===== config.mk =====
export PLATFORM = sky130hd
export DESIGN_NAME = twu_arbiter
export DESIGN_NICKNAME = d
export VERILOG_FILES = /design/src/rtl/twu_arbiter.sv
export SDC_FILE = /design/constraint.sdc
export NUM_CORES = 1
export LEC_CHECK = 0
export ABC_AREA = 1
export CORE_MARGIN = 5
export CORE_UTILIZATION = 25
export CTS_CLUSTER_SIZE = 24
export DETAILED_ROUTE_END_ITERATION = 10
export GPL_TIMING_DRIVEN = 0
export PLACE_DENSITY_LB_ADDON = 0.15
export SLEW_MARGIN = 20
export SYNTH_ARGS = -nofsm -noshare
export SYNTH_HDL_FRONTEND = slang
export SYNTH_SLANG_ARGS = --single-unit

===== constraint.sdc =====
create_clock -name clk -period 6.8 [get_ports clk]
set_clock_uncertainty 0.2 [all_clocks]
set_input_delay 1.36 -clock clk [delete_from_list [all_inputs] [get_ports clk]]
set_output_delay 1.36 -clock clk [all_outputs]
set_load 0.01 [all_outputs]

===== src/rtl/twu_arbiter.sv =====
// twu_arbiter
//   Shares one table-walk unit (TWU) between the I-side and D-side TLBs.
//   The winning miss VA is latched and held on walk_va for the whole walk,
//   and the walked PTE is returned to the side that owns the walk. A fence
//   flush discards any in-flight walk; because the TWU cannot be aborted, a
//   flushed walk is drained (walk_req held) until the TWU reports completion.
//   The D side has priority. A starvation counter forces an I grant after
//   STARVE_LIMIT consecutive D grants that happened while I was waiting.
//
// Ports
//   clk, rst             clock, asynchronous active-high reset
//   flush                fence flush
//   req_i / va_i         I-TLB miss request (level) and VA
//   rvalid_i / rdata_i   one-cycle completion pulse and PTE for the I-TLB
//   req_d / va_d         D-TLB miss request (level) and VA
//   rvalid_d / rdata_d   one-cycle completion pulse and PTE for the D-TLB
//   walk_req / walk_va   request and latched VA presented to the TWU
//   walk_pte             PTE from the TWU
//   walk_finish          TWU completion pulse
//   busy                 high whenever a walk (or drain) is in progress
//   owner                00 none, 01 I, 10 D, 11 draining
module twu_arbiter #(
  parameter int ADDR_WIDTH   = 64,
  parameter int DATA_WIDTH   = 64,
  parameter int STARVE_LIMIT = 4
) (
  input  logic                  clk,
  input  logic                  rst,
  input  logic                  flush,
  input  logic                  req_i,
  input  logic [ADDR_WIDTH-1:0] va_i,
  output logic                  rvalid_i,
  output logic [DATA_WIDTH-1:0] rdata_i,
  input  logic                  req_d,
  input  logic [ADDR_WIDTH-1:0] va_d,
  output logic                  rvalid_d,
  output logic [DATA_WIDTH-1:0] rdata_d,
  output logic                  walk_req,
  output logic [ADDR_WIDTH-1:0] walk_va,
  input  logic [DATA_WIDTH-1:0] walk_pte,
  input  logic                  walk_finish,
  output logic                  busy,
  output logic [1:0]            owner
);

  // State encoding equals the owner code, so owner is a direct register view.
  typedef enum logic [1:0] {
    IDLE   = 2'b00,
    WALK_I = 2'b01,
    WALK_D = 2'b10,
    DRAIN  = 2'b11
  } state_e;

  localparam logic [3:0] LIMIT = 4'(STARVE_LIMIT);

  state_e                state_q, state_d;
  logic [ADDR_WIDTH-1:0] latched_va_q, latched_va_d;
  logic [3:0]            starve_q, starve_d;
  logic                  rvalid_i_q, rvalid_i_d;
  logic                  rvalid_d_q, rvalid_d_d;
  logic [DATA_WIDTH-1:0] rdata_i_q, rdata_i_d;
  logic [DATA_WIDTH-1:0] rdata_d_q, rdata_d_d;

  // Registered state; every output is taken from these flops so the TWU
  // and both TLBs see glitch-free, stable values.
  always_ff @(posedge clk or posedge rst) begin
    if (rst) begin
      state_q      <= IDLE;
      latched_va_q <= '0;
      starve_q     <= '0;
      rvalid_i_q   <= 1'b0;
      rvalid_d_q   <= 1'b0;
      rdata_i_q    <= '0;
      rdata_d_q    <= '0;
    end else begin
      state_q      <= state_d;
      latched_va_q <= latched_va_d;
      starve_q     <= starve_d;
      rvalid_i_q   <= rvalid_i_d;
      rvalid_d_q   <= rvalid_d_d;
      rdata_i_q    <= rdata_i_d;
      rdata_d_q    <= rdata_d_d;
    end
  end

  // Arbitration and walk tracking. Completion always returns to IDLE, which
  // gives the requester the rvalid cycle to drop its request before the
  // next arbitration sees it.
  always_comb begin
    state_d      = state_q;
    latched_va_d = latched_va_q;
    starve_d     = starve_q;
    rvalid_i_d   = 1'b0;
    rvalid_d_d   = 1'b0;
    rdata_i_d    = rdata_i_q;
    rdata_d_d    = rdata_d_q;

    case (state_q)
      IDLE: begin
        if (flush) begin
          starve_d = '0;
        end else if (req_d && !(req_i && starve_q == LIMIT)) begin
          state_d      = WALK_D;
          latched_va_d = va_d;
          // Only D wins that leave I waiting count towards starvation.
          if (req_i) begin
            starve_d = (starve_q == LIMIT) ? LIMIT : starve_q + 4'd1;
          end else begin
            starve_d = '0;
          end
        end else if (req_i) begin
          state_d      = WALK_I;
          latched_va_d = va_i;
          starve_d     = '0;
        end
      end

      WALK_I: begin
        if (walk_finish) begin
          state_d = IDLE;
          if (!flush) begin
            rvalid_i_d = 1'b1;
            rdata_i_d  = walk_pte;
          end
        end else if (flush) begin
          state_d = DRAIN;
        end
      end

      WALK_D: begin
        if (walk_finish) begin
          state_d = IDLE;
          if (!flush) begin
            rvalid_d_d = 1'b1;
            rdata_d_d  = walk_pte;
          end
        end else if (flush) begin
          state_d = DRAIN;
        end
      end

      DRAIN: begin
        if (walk_finish) begin
          state_d = IDLE;
        end
      end

      default: state_d = IDLE;
    endcase
  end

  assign busy     = (state_q != IDLE);
  assign walk_req = (state_q != IDLE);
  assign owner    = state_q;
  assign walk_va  = latched_va_q;
  assign rvalid_i = rvalid_i_q;
  assign rvalid_d = rvalid_d_q;
  assign rdata_i  = rdata_i_q;
  assign rdata_d  = rdata_d_q;

endmodule


## Yosys cells after proc, flatten, opt, wreduce, memory -nomap -nowiden

Index checks and enable logic that the tools add are counted.

- Add/sub/neg operators: 1
- Eq/ne operators: 8
- Mux-type cells: 18
- Bitwise operators: 1
- Reductions and logical operators: 13

Operators by type and width:

| kind | count |
|---|---|
| 64-bit two-way mux | 2 |
| 4-bit two-way mux | 5 |
| 2-bit two-way mux | 6 |
| 3-bit AND reduction | 3 |
| 2-bit case mux with 3 select lines | 1 |
| 4-bit by 1-bit adder with 4-bit output (second input constant) | 1 |
| 2-bit equality test (second input constant) | 2 |
| 4-bit by 3-bit equality test with 1-bit output (second input constant) | 1 |
| 1-bit two-way mux | 4 |
| 2-bit inequality test (second input constant) | 2 |
| 4-bit AND reduction | 1 |
| 2-bit nonzero test | 2 |
| 3-bit by 1-bit inequality test with 1-bit output (second input constant) | 1 |
| 3-bit inequality test (second input constant) | 1 |
| 3-bit nonzero test | 1 |
| 2-bit by 1-bit equality test with 1-bit output (second input constant) | 1 |
| 1-bit logical AND | 2 |
| 2-bit zero test | 1 |
| 2-bit AND reduction | 1 |
| 2-bit OR reduction | 1 |
| 1-bit zero test | 1 |
| 1-bit NOT | 1 |

- Flip-flop bits (word level): 200
- Input port bits: 198
- Output and inout bits: 198
- Logic and storage cells: 48

## Depth between registers and ports, before layout

Gate-level depths: netlist of the first run.

- Word-level depth: 7
- Depth in mapped cells: 9
- Mapped depth without buffers: 8

## Worst setup path after synthesis of the first run

No wires, ideal clock.

- Kind: reg-to-output
- Start point: reg state_q[0], in the netlist owner[0]
- End point: out walk_req
- Arrival time: 1.034 ns
- Data required time: 5.240 ns
- Slack: 4.206 ns
- Stages on the path, launching flop included: 5
- Buffers on the path: 1
- Cells stage by stage: dfrtp_1 > inv_1 > ha_1 > inv_1 > buf_4

- Longest elaborated chain between the ends: 1

RTL lines:

| item | line | RTL |
|---|---|---|
| from (decl) | 56 | `state_e state_q, state_d;` |
| from (signal assigned) | 76 | `state_q <= state_d;` |
| 2-bit nonzero test | -- |  |
| to (decl) | 38 | `output logic walk_req,` |

No other way between the ends.

## Worst setup path in the final report of the first run

- Start point: reg state_q[1], in the netlist owner[1]
- End point: out walk_req

- Longest elaborated chain between the ends: 1

RTL lines:

| item | line | RTL |
|---|---|---|
| 2-bit nonzero test | 153 | `assign walk_req = (state_q != IDLE);` |

No other way between the ends.

==> flow_metrics.py, run 1 <==
metrics = {
    "outcome": {
        "status": "finished clean",
    },
    "global_route": {
        "grt_pass1_vias": 8538,
        "antenna_found_initial": 0,
        "grt.total_usage_pct": 16.1,
        "grt_max_degree": 32,
        "grt-ovfl-total": 0,
        "grt_pass1_wl_mm": 49.8,
    },
    "final_layout": {
        "most-common-layout-cells": "clkdlybuf4s50_1 (395), nand2_1 (348), dfrtp_1 (200)",
        "layout_commonest_cell": "clkdlybuf4s50_1",
        "fillers": 3536,
        "final_area_um2": 14100,
        "drive_gt1_share_pct": 6.41,
        "final_nets": 1659,
        "area_delta_synth_final_pct": 60.3,
        "final_cells": 1922,
    },
    "timing": {
        "fin_crit_ps": 3610,
        "final.setup.tns_ps": 0,
        "worst_slew_pin_slew_ps": 567,
        "setup_viol": 0,
        "fmax_mhz": 277,
        "setup_slack_ps": 3190,
        "slew_violations": 0,
        "hold_slack_ps": 280,
        "hold_violations": 0,
        "maxSlewHeadroom_pct": 62.2,
        "rsz0062_at_grt": "false",
        "final.period_utilization_pct": 53.1,
    },
    "worst_hold_path": {
        "holdPathStages": 2,
        "worstHoldStart": "walk_va[60]",
        "holdPathEnd": "walk_va[60]",
        "hold_path.class": "register to register",
    },
    "clocking": {
        "cts_setup_buffers": 0,
        "cts_tree": "yes",
        "numCtsBuffers": 17,
        "clock_latency_ps": 440,
        "post_cts_resized": 0,
        "root_buffer": "clkbuf_16",
        "holdBufCountCts": 0,
        "cts_buffer_depth": 2,
        "htreeDepth": 4,
        "cts.sinks": 200,
        "clk_pin_slew_ps": 80,
    },
    "synth": {
        "synth_area_um2": 8820,
        "synth_top_area_share_pct": 56.7,
        "syn_area_per_cell_um2": 8.54,
        "synth.area.top_cells": "dfrtp_1 (57%), nand2_1 (15%), inv_1 (5.9%)",
        "synth_cell_type_count": 18,
        "ys_seq_area_share_pct": 56.7,
        "yosysTopAreaCell": "dfrtp_1",
        "synthesis.nets": 1237,
        "ys_seq_elements": 200,
        "yosysWarnings": 0,
        "synthCells": 1033,
    },
    "pwr": {
        "clockPowerShare_pct": 18.9,
        "p_int_w": 0.00377,
        "irDropWorstVdd_uv": 179,
        "p_sw_share_pct": 34.2,
        "p_seq_share_pct": 36.3,
        "pwr-share-comb_pct": 44.8,
        "cellPowerDensity_nw_per_um2": 406,
        "switchingPower_w": 0.00196,
        "leakage_nw": 6.83,
    },
    "detailed_routing": {
        "drt_iter0_markers": 320,
        "top_layer": "met4",
        "wl_met3_mm": 2.28,
        "antenna_left": 0,
        "route.met2.wl_mm": 15.6,
        "drc": 0,
        "vias": 8173,
        "drt-met1-wl_mm": 13.8,
        "vias_per_cell": 4.25,
        "wl_mm": 32.1,
        "wl_per_cell_um": 16.7,
        "firstDrtPassIters": 6,
    },
    "floorplan": {
        "fp.dieW_um": 198,
        "ios": 396,
        "fp.dieH_um": 198,
        "start_util_pct": 25.4,
        "core_area_um2": 34700,
        "fp.dieArea_um2": 39100,
        "rows": 68,
    },
    "setup_path": {
        "crit_path_start_kind": "register",
        "crit_chain": "inv_1, ha_1, inv_1, buf_4, clkdlybuf4s50_1",
        "cpMostUsedCell": "inv_1",
        "worstSetupEndpointType": "output pin",
        "required_ps": 5240,
        "r2r-end": "rdata_i[49]",
        "rr_worst_depth": 6,
        "r2r_start": "owner[1]",
        "worst-path-max-fanout": 7,
        "arrival_ps": 2050,
        "r2r_slack_ps": 4760,
        "cpPeakStageDelay_ps": 520,
        "slowest_stage": "clkdlybuf4s50_1",
        "critPathKind": "register to output pin",
    },
    "place": {
        "dp_slack_ps": 3410,
        "placedCellCount": 1891,
        "post_dp_cell_area_um2": 13500,
        "place_congestion": 0.780,
        "port_buffers": 395,
        "hpwl_mm": 24.5,
    },
    "job": {
        "cap_viol_max_count": 0,
    },
}
==> worst max path at each step <==
stage	slack (ps)	cells after the start	from	end
6_report	3190	5	owner[1]	walk_req
5_1_grt	3100	5	owner[0]	walk_req
4_1_cts	3150	5	owner[1]	walk_req
3_5_place_dp	3410	6	flush	rdata_i[49]
3_3_place_gp	690	2	rst	rdata_i[44]
2_1_floorplan	2650	1	rst	owner[0]
==> state kept, by name, indices dropped and copies added, names as in the netlist <==
| name | flops |
|---|---|
| owner | 2 |
| rdata_d | 64 |
| rvalid_i | 1 |
| walk_va | 64 |
| starve_q | 4 |
| rdata_i | 64 |
| rvalid_d | 1 |
==> synth_stat cells <==
library cell and instances:
nand2_1 348, dfrtp_1 200, inv_1 139, o21ai_0 92, nand3_1 74, nand3b_1 64
buf_2 40, o21ai_1 37, buf_6 10, clkbuf_1 6, ha_1 6, buf_1 5
nor2_1 4, inv_2 3, buf_4 2, nand4_1 1, or2_2 1, xor2_1 1
==> power by group through the flow <==
| stage | sequential (W) | clock, W | combinational, W |
|---|---|---|---|
| final | 0.00208 | 0.00109 | 0.00257 |
| after global routing | 0.00216 | 0.00117 | 0.00281 |
| after CTS | 0.00209 | 0.00112 | 0.00262 |
| after detailed placement | 0.00209 | 0 | 0.00261 |
| after global placement | 0.00209 | 0 | 0.00260 |
| after floorplan | 0.00235 | 0 | 0.000691 |
==> critical path, delay by kind of cell (launching register included) <==
kind | cells | cell delay (ps)
buffers and inverters | 4 | 910
adders and majority gates | 1 | 270
DFF | 1 | 430
==> per-layer routing <==
metal  track usage (%)  vias up
met4              3.83        0
met5                 0        -
met2              27.0      216
met1              20.4     3879
met3              5.12       21
li1                  -     4057
==> layout make-up <==
type | count | area [um2] | area share, %
Multi-Input combinational cell | 628 | 2910 | 20.6
Clock buffer | 21 | 470 | 3.33
Clock inverter | 9 | 141 | 1.00
Timing Repair Buffer | 403 | 4130 | 29.2
Buffer | 63 | 369 | 2.61
Antenna cell | 1 | 2.50 | 0.0177
Inverter | 142 | 537 | 3.80
Tap cell | 455 | 569 | 4.03
Sequential cell | 200 | 5000 | 35.4
==> logic make-up (layout without fill, tap and decap cells) <==
group	Yosys count	in the layout	synth area share, %
XOR/XNOR	1	1	0.0993
AO/OA/AOI/OAI	129	129	7.32
other	0	1	0
adder cells (fa/ha/maj)	6	6	0.851
AND/OR/NAND/NOR	492	492	24.8
buffers and inverters	205	638	10.2
flip-flops	200	200	56.7
==> stage by stage <==
step                total power [W]  utilization (%)
CTS                         0.00583             40.7
detailed placement          0.00471             39.0
finish                      0.00573             40.7
floorplan                   0.00304                -
global route                0.00614             40.7
global placement            0.00468             38.5
No activity file was read; power rests on OpenSTA's default activity.
==> run 2, diff against run 1 <==
clock period = 3.5 ns   (was 6.8 ns; I/O delays follow)
==> results of run 2 <==
The final DEF is identical to that of run 1. Status: finished clean.
Main changes from that run: setup slack after placement 3410 ps -> 765 ps; setup slack after layout 3190 ps -> 550 ps; register-to-register setup slack 4760 ps -> 1460 ps; total power 0.00573 W -> 0.0111 W; worst IR drop on VDD 179 uV -> 347 uV
